### src/rtl/frame_serializer_pkg.sv
// Shared types and defaults for the frame serializer: sample/frame geometry,
// FIFO depth and the two-state transmit FSM encoding.
package frame_serializer_pkg;

    localparam int DEFAULT_W     = 8;
    localparam int DEFAULT_N     = 4;
    localparam int DEFAULT_DEPTH = 2;
    localparam int LOG2N         = $clog2(DEFAULT_N);

    typedef enum logic {
        IDLE = 1'b0,
        SEND = 1'b1
    } state_t;

    typedef logic [DEFAULT_W-1:0] frame_t [DEFAULT_N];

endpackage

### src/rtl/frame_fifo.sv
// Generic synchronous FIFO with a registered occupancy count and a
// combinational head read, so the consumer sees the oldest entry directly.
module frame_fifo #(
    parameter int WIDTH = 32,
    parameter int DEPTH = 2,
    localparam int CNT_W = $clog2(DEPTH + 1)
) (
    input  logic             clk,
    input  logic             rst,
    input  logic             push,
    input  logic [WIDTH-1:0] push_data,
    input  logic             pop,
    output logic [WIDTH-1:0] head_data,
    output logic [CNT_W-1:0] count,
    output logic             empty
);

    localparam int PTR_W = (DEPTH > 1) ? $clog2(DEPTH) : 1;

    logic [WIDTH-1:0] mem_reg [DEPTH];
    logic [PTR_W-1:0] wr_ptr_reg;
    logic [PTR_W-1:0] rd_ptr_reg;
    logic [CNT_W-1:0] count_reg;
    logic             push_ok;
    logic             pop_ok;

    // Pointers wrap explicitly so DEPTH need not be a power of two.
    function automatic logic [PTR_W-1:0] ptr_inc(input logic [PTR_W-1:0] p);
        return (p == PTR_W'(DEPTH - 1)) ? '0 : p + 1'b1;
    endfunction

    assign empty     = (count_reg == '0);
    assign push_ok   = push && (count_reg != CNT_W'(DEPTH));
    assign pop_ok    = pop && !empty;
    assign head_data = mem_reg[rd_ptr_reg];
    assign count     = count_reg;

    always_ff @(posedge clk) begin
        if (push_ok) begin
            mem_reg[wr_ptr_reg] <= push_data;
        end
    end

    always_ff @(posedge clk) begin
        if (rst) begin
            wr_ptr_reg <= '0;
            rd_ptr_reg <= '0;
            count_reg  <= '0;
        end else begin
            if (push_ok) begin
                wr_ptr_reg <= ptr_inc(wr_ptr_reg);
            end
            if (pop_ok) begin
                rd_ptr_reg <= ptr_inc(rd_ptr_reg);
            end
            case ({push_ok, pop_ok})
                2'b10:   count_reg <= count_reg + 1'b1;
                2'b01:   count_reg <= count_reg - 1'b1;
                default: count_reg <= count_reg;
            endcase
        end
    end

endmodule

### src/rtl/frame_serializer.sv
// Frame serializer: buffers whole frames and streams them one sample per cycle,
// aligned to the sink's frame-boundary pulse. FRAME_SERIALIZER_EXPECT_EN adds
// the exp_valid/exp_avg/exp_diff expected-result outputs.
module frame_serializer
    import frame_serializer_pkg::*;
#(
    parameter int W     = DEFAULT_W,
    parameter int N     = DEFAULT_N,
    parameter int DEPTH = DEFAULT_DEPTH
) (
    input  logic           clk,
    input  logic           rst,
    input  logic           in_valid,
    output logic           in_ready,
    input  logic [N*W-1:0] in_frame,
    input  logic           sink_done,
    output logic [W-1:0]   ser_out,
    output logic           ser_valid,
    output logic           busy,
    output logic [7:0]     underrun_cnt,
    output logic [7:0]     resync_cnt
`ifdef FRAME_SERIALIZER_EXPECT_EN
    ,
    output logic           exp_valid,
    output logic [W-1:0]   exp_avg,
    output logic [W-1:0]   exp_diff
`endif
);

    localparam int LG    = $clog2(N);
    localparam int CNT_W = $clog2(DEPTH + 1);

    logic             fifo_push;
    logic             fifo_pop;
    logic             fifo_empty;
    logic [CNT_W-1:0] fifo_count;
    logic [N*W-1:0]   head_frame;
    logic [W-1:0]     head_sample [N];

    state_t           state_reg;
    logic [LG-1:0]    idx_reg;
    logic [7:0]       underrun_cnt_reg;
    logic [7:0]       resync_cnt_reg;

    logic             start_frame;
    logic             resync;
    logic             underrun;
    logic             last_sample;
    logic             frame_done;

    frame_fifo #(
        .WIDTH (N * W),
        .DEPTH (DEPTH)
    ) u_fifo (
        .clk       (clk),
        .rst       (rst),
        .push      (fifo_push),
        .push_data (in_frame),
        .pop       (fifo_pop),
        .head_data (head_frame),
        .count     (fifo_count),
        .empty     (fifo_empty)
    );

    genvar gi;
    generate
        for (gi = 0; gi < N; gi++) begin : g_split
            assign head_sample[gi] = head_frame[gi*W +: W];
        end
    endgenerate

    // Full-ness comes from the registered count only; a same-cycle pop does not free a slot.
    assign in_ready  = !rst && (fifo_count < CNT_W'(DEPTH));
    assign fifo_push = in_valid && in_ready;

    assign start_frame = (state_reg == IDLE) && sink_done && !fifo_empty;
    assign underrun    = (state_reg == IDLE) && sink_done && fifo_empty;
    assign resync      = (state_reg == SEND) && sink_done;
    assign last_sample = (idx_reg == LG'(N - 1));
    assign frame_done  = (state_reg == SEND) && !sink_done && last_sample;
    assign fifo_pop    = frame_done;

    assign busy         = !rst && (state_reg == SEND);
    assign underrun_cnt = underrun_cnt_reg;
    assign resync_cnt   = resync_cnt_reg;

    always_comb begin
        ser_valid = 1'b0;
        ser_out   = '0;
        if (!rst) begin
            if (start_frame || resync) begin
                ser_valid = 1'b1;
                ser_out   = head_sample[0];
            end else if (state_reg == SEND) begin
                ser_valid = 1'b1;
                ser_out   = head_sample[idx_reg];
            end
        end
    end

    always_ff @(posedge clk) begin
        if (rst) begin
            state_reg        <= IDLE;
            idx_reg          <= '0;
            underrun_cnt_reg <= '0;
            resync_cnt_reg   <= '0;
        end else begin
            case (state_reg)
                IDLE: begin
                    if (start_frame) begin
                        state_reg <= SEND;
                        idx_reg   <= LG'(1);
                    end
                end
                SEND: begin
                    // A boundary pulse mid-frame (even on the last sample) restarts the head frame.
                    if (resync) begin
                        idx_reg <= LG'(1);
                    end else if (last_sample) begin
                        state_reg <= IDLE;
                        idx_reg   <= '0;
                    end else begin
                        idx_reg <= idx_reg + 1'b1;
                    end
                end
                default: state_reg <= IDLE;
            endcase
            if (underrun && (underrun_cnt_reg != 8'hFF)) begin
                underrun_cnt_reg <= underrun_cnt_reg + 8'd1;
            end
            if (resync && (resync_cnt_reg != 8'hFF)) begin
                resync_cnt_reg <= resync_cnt_reg + 8'd1;
            end
        end
    end

`ifdef FRAME_SERIALIZER_EXPECT_EN
    localparam int SUM_W = W + LG;

    logic [SUM_W-1:0] acc_reg;
    logic [SUM_W-1:0] final_sum;
    logic [W-1:0]     avg_calc;
    logic [W-1:0]     last_val;
    logic             exp_valid_reg;
    logic [W-1:0]     exp_avg_reg;
    logic [W-1:0]     exp_diff_reg;

    assign last_val  = head_sample[N-1];
    assign final_sum = acc_reg + SUM_W'(last_val);
    assign avg_calc  = W'(final_sum >> LG);

    // The accumulator reloads on every (re)start, so aborted attempts never reach a result.
    always_ff @(posedge clk) begin
        if (rst) begin
            acc_reg       <= '0;
            exp_valid_reg <= 1'b0;
            exp_avg_reg   <= '0;
            exp_diff_reg  <= '0;
        end else begin
            exp_valid_reg <= 1'b0;
            if (start_frame || resync) begin
                acc_reg <= SUM_W'(head_sample[0]);
            end else if (frame_done) begin
                exp_valid_reg <= 1'b1;
                exp_avg_reg   <= avg_calc;
                exp_diff_reg  <= (avg_calc >= last_val) ? (avg_calc - last_val)
                                                        : (last_val - avg_calc);
            end else if (state_reg == SEND) begin
                acc_reg <= acc_reg + SUM_W'(head_sample[idx_reg]);
            end
        end
    end

    assign exp_valid = exp_valid_reg;
    assign exp_avg   = exp_avg_reg;
    assign exp_diff  = exp_diff_reg;
`endif

endmodule

### config.mk
export PLATFORM = sky130hd
export DESIGN_NAME = frame_serializer
export DESIGN_NICKNAME = d
export VERILOG_FILES = /design/src/rtl/frame_serializer_pkg.sv /design/src/rtl/frame_fifo.sv /design/src/rtl/frame_serializer.sv
export SDC_FILE = /design/constraint.sdc
export NUM_CORES = 1
export LEC_CHECK = 0
export CAP_MARGIN = 25
export CORE_MARGIN = 1
export CORE_UTILIZATION = 50
export CTS_BUF_LIST = sky130_fd_sc_hd__clkbuf_16
export DETAILED_ROUTE_END_ITERATION = 12
export HOLD_SLACK_MARGIN = 0.15
export PLACE_DENSITY = 0.79
export SLEW_MARGIN = 30
export SYNTH_ARGS = -nofsm -noshare
export SYNTH_HDL_FRONTEND = slang
export SYNTH_SLANG_ARGS = --single-unit
### constraint.sdc
create_clock -name clk -period 7.5 [get_ports clk]
set_input_delay 1.5 -clock clk [delete_from_list [all_inputs] [get_ports clk]]
set_output_delay 1.5 -clock clk [all_outputs]
set_load 0.005 [all_outputs]
==> impl_metrics.toml <==
[status]
status = "finished clean"

[final_layout]
nNetsFinal = 356
synthToLayoutAreaGrowth_pct = 28.5
largest_register_ffs = 64
num_antenna_cells = 0
drive_gt1_share_pct = 10.3
fillers = 485
register_area_mm2 = 0.00240
multiInputGateArea_mm2 = 0.00120

[setup_path]
worstSetupEndpointType = "output pin"
crit_fanout = 17
arrival_ps = 4330
slowest_delay_ps = 720
start_kind = "input pin"
cp_cell_sequence = "clkdlybuf4s50_1 > buf_4 > nor3b_1 > a31oi_1 > a221oi_1 > a31o_1 > clkdlybuf4s50_1"
cpMaxStageDelayCell = "clkdlybuf4s50_1"
crit_top_cell = "clkdlybuf4s50_1"
crit_type = "input pin to output pin"
rr_worst_depth = 5
required_ps = 6000

[placed_design]
gp_congestion = 0.792
dp_hpwl_um = 4270
dp_slack_ps = 1700
portBuffers = 62

[sta]
worst_slack_ps = 1670
fmax_ghz = 0.171
setup_viol_count_final = 0
layout_min_cycle_time_ps = 5830
slew_viol_final = 0
setup_tns_ps = 0
rsz0062_at_grt = "no"
fin_crit_sh_pct = 77.8
slew_headroom_pct = 37.0
worst_pin_slew_ps = 945
finClkSkew_ps = 6.36
final_hold_viol_count = 0

[synthesis]
synth_cells = 252
ys.warnings.count = 0
ys_ff_latch = 88
synthFlopType = "edfxtp_1"
ys_types = 42
ys_seq_area_share_pct = 65.5
synth_area_leaders = "edfxtp_1, dfxtp_1, mux2i_1"
synthArstFlopShare_pct = 0
synth_top_area_share_pct = 52.4
synth_nets = 292
synth_edf_count = 64
synth_top_area_cell = "edfxtp_1"
syn_avg_cell_area_um2 = 14.6
syn_area_mm2 = 0.00367

[global_routing]
overflow = 0
antenna_found_initial = 0
grt_use_total_pct = 19.4
grt_max_degree = 33
grt_pass1_wl_um = 10900
grt_pass1_vias = 2309

[route]
wire_per_inst_um = 16.3
drt-initial-drc-count = 91
firstDrtPassIters = 4
vias = 2317
wl_um = 6800
drc = 0
vias_per_cell = 5.56
detail-route-antenna-nets = 0

[clocking]
cts_buffers = 9
cts_buffer_depth = 2
post_cts_resized = 0
cts.sinks = 88
cts_tree = "built"
post-cts-setup-buffers = 0
clk_latency_ps = 340
ctsHoldBuffers = 0
root_buffer = "clkbuf_16"
htree_levels = 3
cts.clk_slew.worst_paths_ps = 60

[die]
design.portCount = 63
die_area_mm2 = 0.00768
initial_utilization_pct = 52.8
die-height_um = 87.6
num_rows = 30
coreArea_mm2 = 0.00694
die_x_um = 87.6

[min_path]
hold_path_class = "register to register"
min_path_cells = 2

[pwr]
leakage_nw = 1.56
ir_worst_vdd_uv = 147
powerDensity_mw_per_mm2 = 235

[job]
max_cap_viol_count = 0
## metal layers
layer	share of wire (%)	wire length (um)	GRT usage [%]	vias up
li1	-	-	-	1106
met1	43	2950	23.8	1135
met2	50	3390	31.7	62
met3	4.5	309	5.28	14
met4	2.1	143	10.3	0
met5	0	0	0	-
## path summary, 6_finish.rpt
path / startpoint / end / slack, ps
max: rst / ser_out[4] / 1670
min reg2reg: u_fifo.rd_ptr_reg$_SDFFE_PP0P_ / u_fifo.rd_ptr_reg$_SDFFE_PP0P_ / 520
max reg2reg: idx_reg[1]$_SDFFE_PP0P_ / u_fifo.count[1]$_SDFFE_PP0P_ / 5350
min: u_fifo.rd_ptr_reg$_SDFFE_PP0P_ / u_fifo.rd_ptr_reg$_SDFFE_PP0P_ / 520
## Yosys cell counts, drive strengths merged (3+ instances only)
cell    count
a21oi       4
a31o        3
a31oi       3
and3        4
buf         8
clkbuf      5
dfxtp      24
edfxtp     64
ha          4
inv         3
mux2i      30
mux4        8
nand2       5
nand3       6
nor2       23
nor2b       3
o211ai      5
o21ai       7
o22ai       6
xor2       10
## layout by cell type, fill, tap and decap left out, types with 2 or more instances in the layout
cell type,synthesis,layout
a211o_1,2,2
a21oi_1,4,4
a221oi_1,2,2
a311oi_1,2,2
a31o_1,2,2
a31oi_1,3,3
and3_1,4,4
buf_4,0,4
bufinv_16,0,2
clkbuf_16,0,9
clkdlybuf4s50_1,0,62
clkinv_4,0,2
dfxtp_1,24,23
edfxtp_1,64,64
ha_1,4,4
inv_1,3,3
inv_6,0,2
mux2i_1,30,30
mux4_2,8,8
nand2_1,5,5
nand2b_1,2,2
nand3_1,6,6
nand4_1,2,2
nor2_1,23,22
nor2b_1,3,3
o211ai_1,5,5
o21ai_0,7,7
o22ai_1,6,6
or3_1,2,2
xnor2_1,2,2
xor2_1,10,10
## layout make-up
cell class | count | share of cell area (%)
flip-flops and latches | 88 | 51.0
clock inverters | 7 | 2.18
repair buffers | 66 | 13.8
well taps | 96 | 2.55
inverters | 3 | 0.239
clock buffers | 9 | 4.78
multi-input cells | 148 | 25.5
## critical path, delay by kind of cell
kind,cells,cell delay (ps)
buffers and inverters,3,1570
AND/OR/NAND/NOR,1,610
AO/OA/AOI/OAI,3,650
## stage by stage
step           power [mW]  hold slack, ps  cells  utilization [%]  cell area [um2]
3_3_place_gp        0.633             508    401             63.2             4390
2_1_floorplan       0.595             481    252                -             3670
6_report             1.11             523    417             67.9             4710
4_1_cts              1.11             528    417             67.9             4710
5_1_grt              1.15             556    417             67.9             4710
3_5_place_dp        0.637             509    401             63.2             4390
## power by group
part	total (mW)	internal, mW	switching (mW)
combinational	0.0749	0.0421	0.0328
sequential	0.553	0.540	0.0123
clock	0.481	0.295	0.186
total	1.11	0.878	0.231
## cell families after synthesis
| kind of cell | after synthesis | share of synthesized area (%) |
|---|---|---|
| AO/OA/AOI/OAI | 39 | 7.51 |
| flip-flops | 88 | 65.5 |
| adder cells (fa/ha/maj) | 4 | 1.36 |
| AND/OR/NAND/NOR | 55 | 7.81 |
| XOR/XNOR | 12 | 2.87 |
| buffers and inverters | 16 | 1.84 |
| multiplexers | 38 | 13.1 |
No activity file was read; power rests on OpenSTA's default activity.
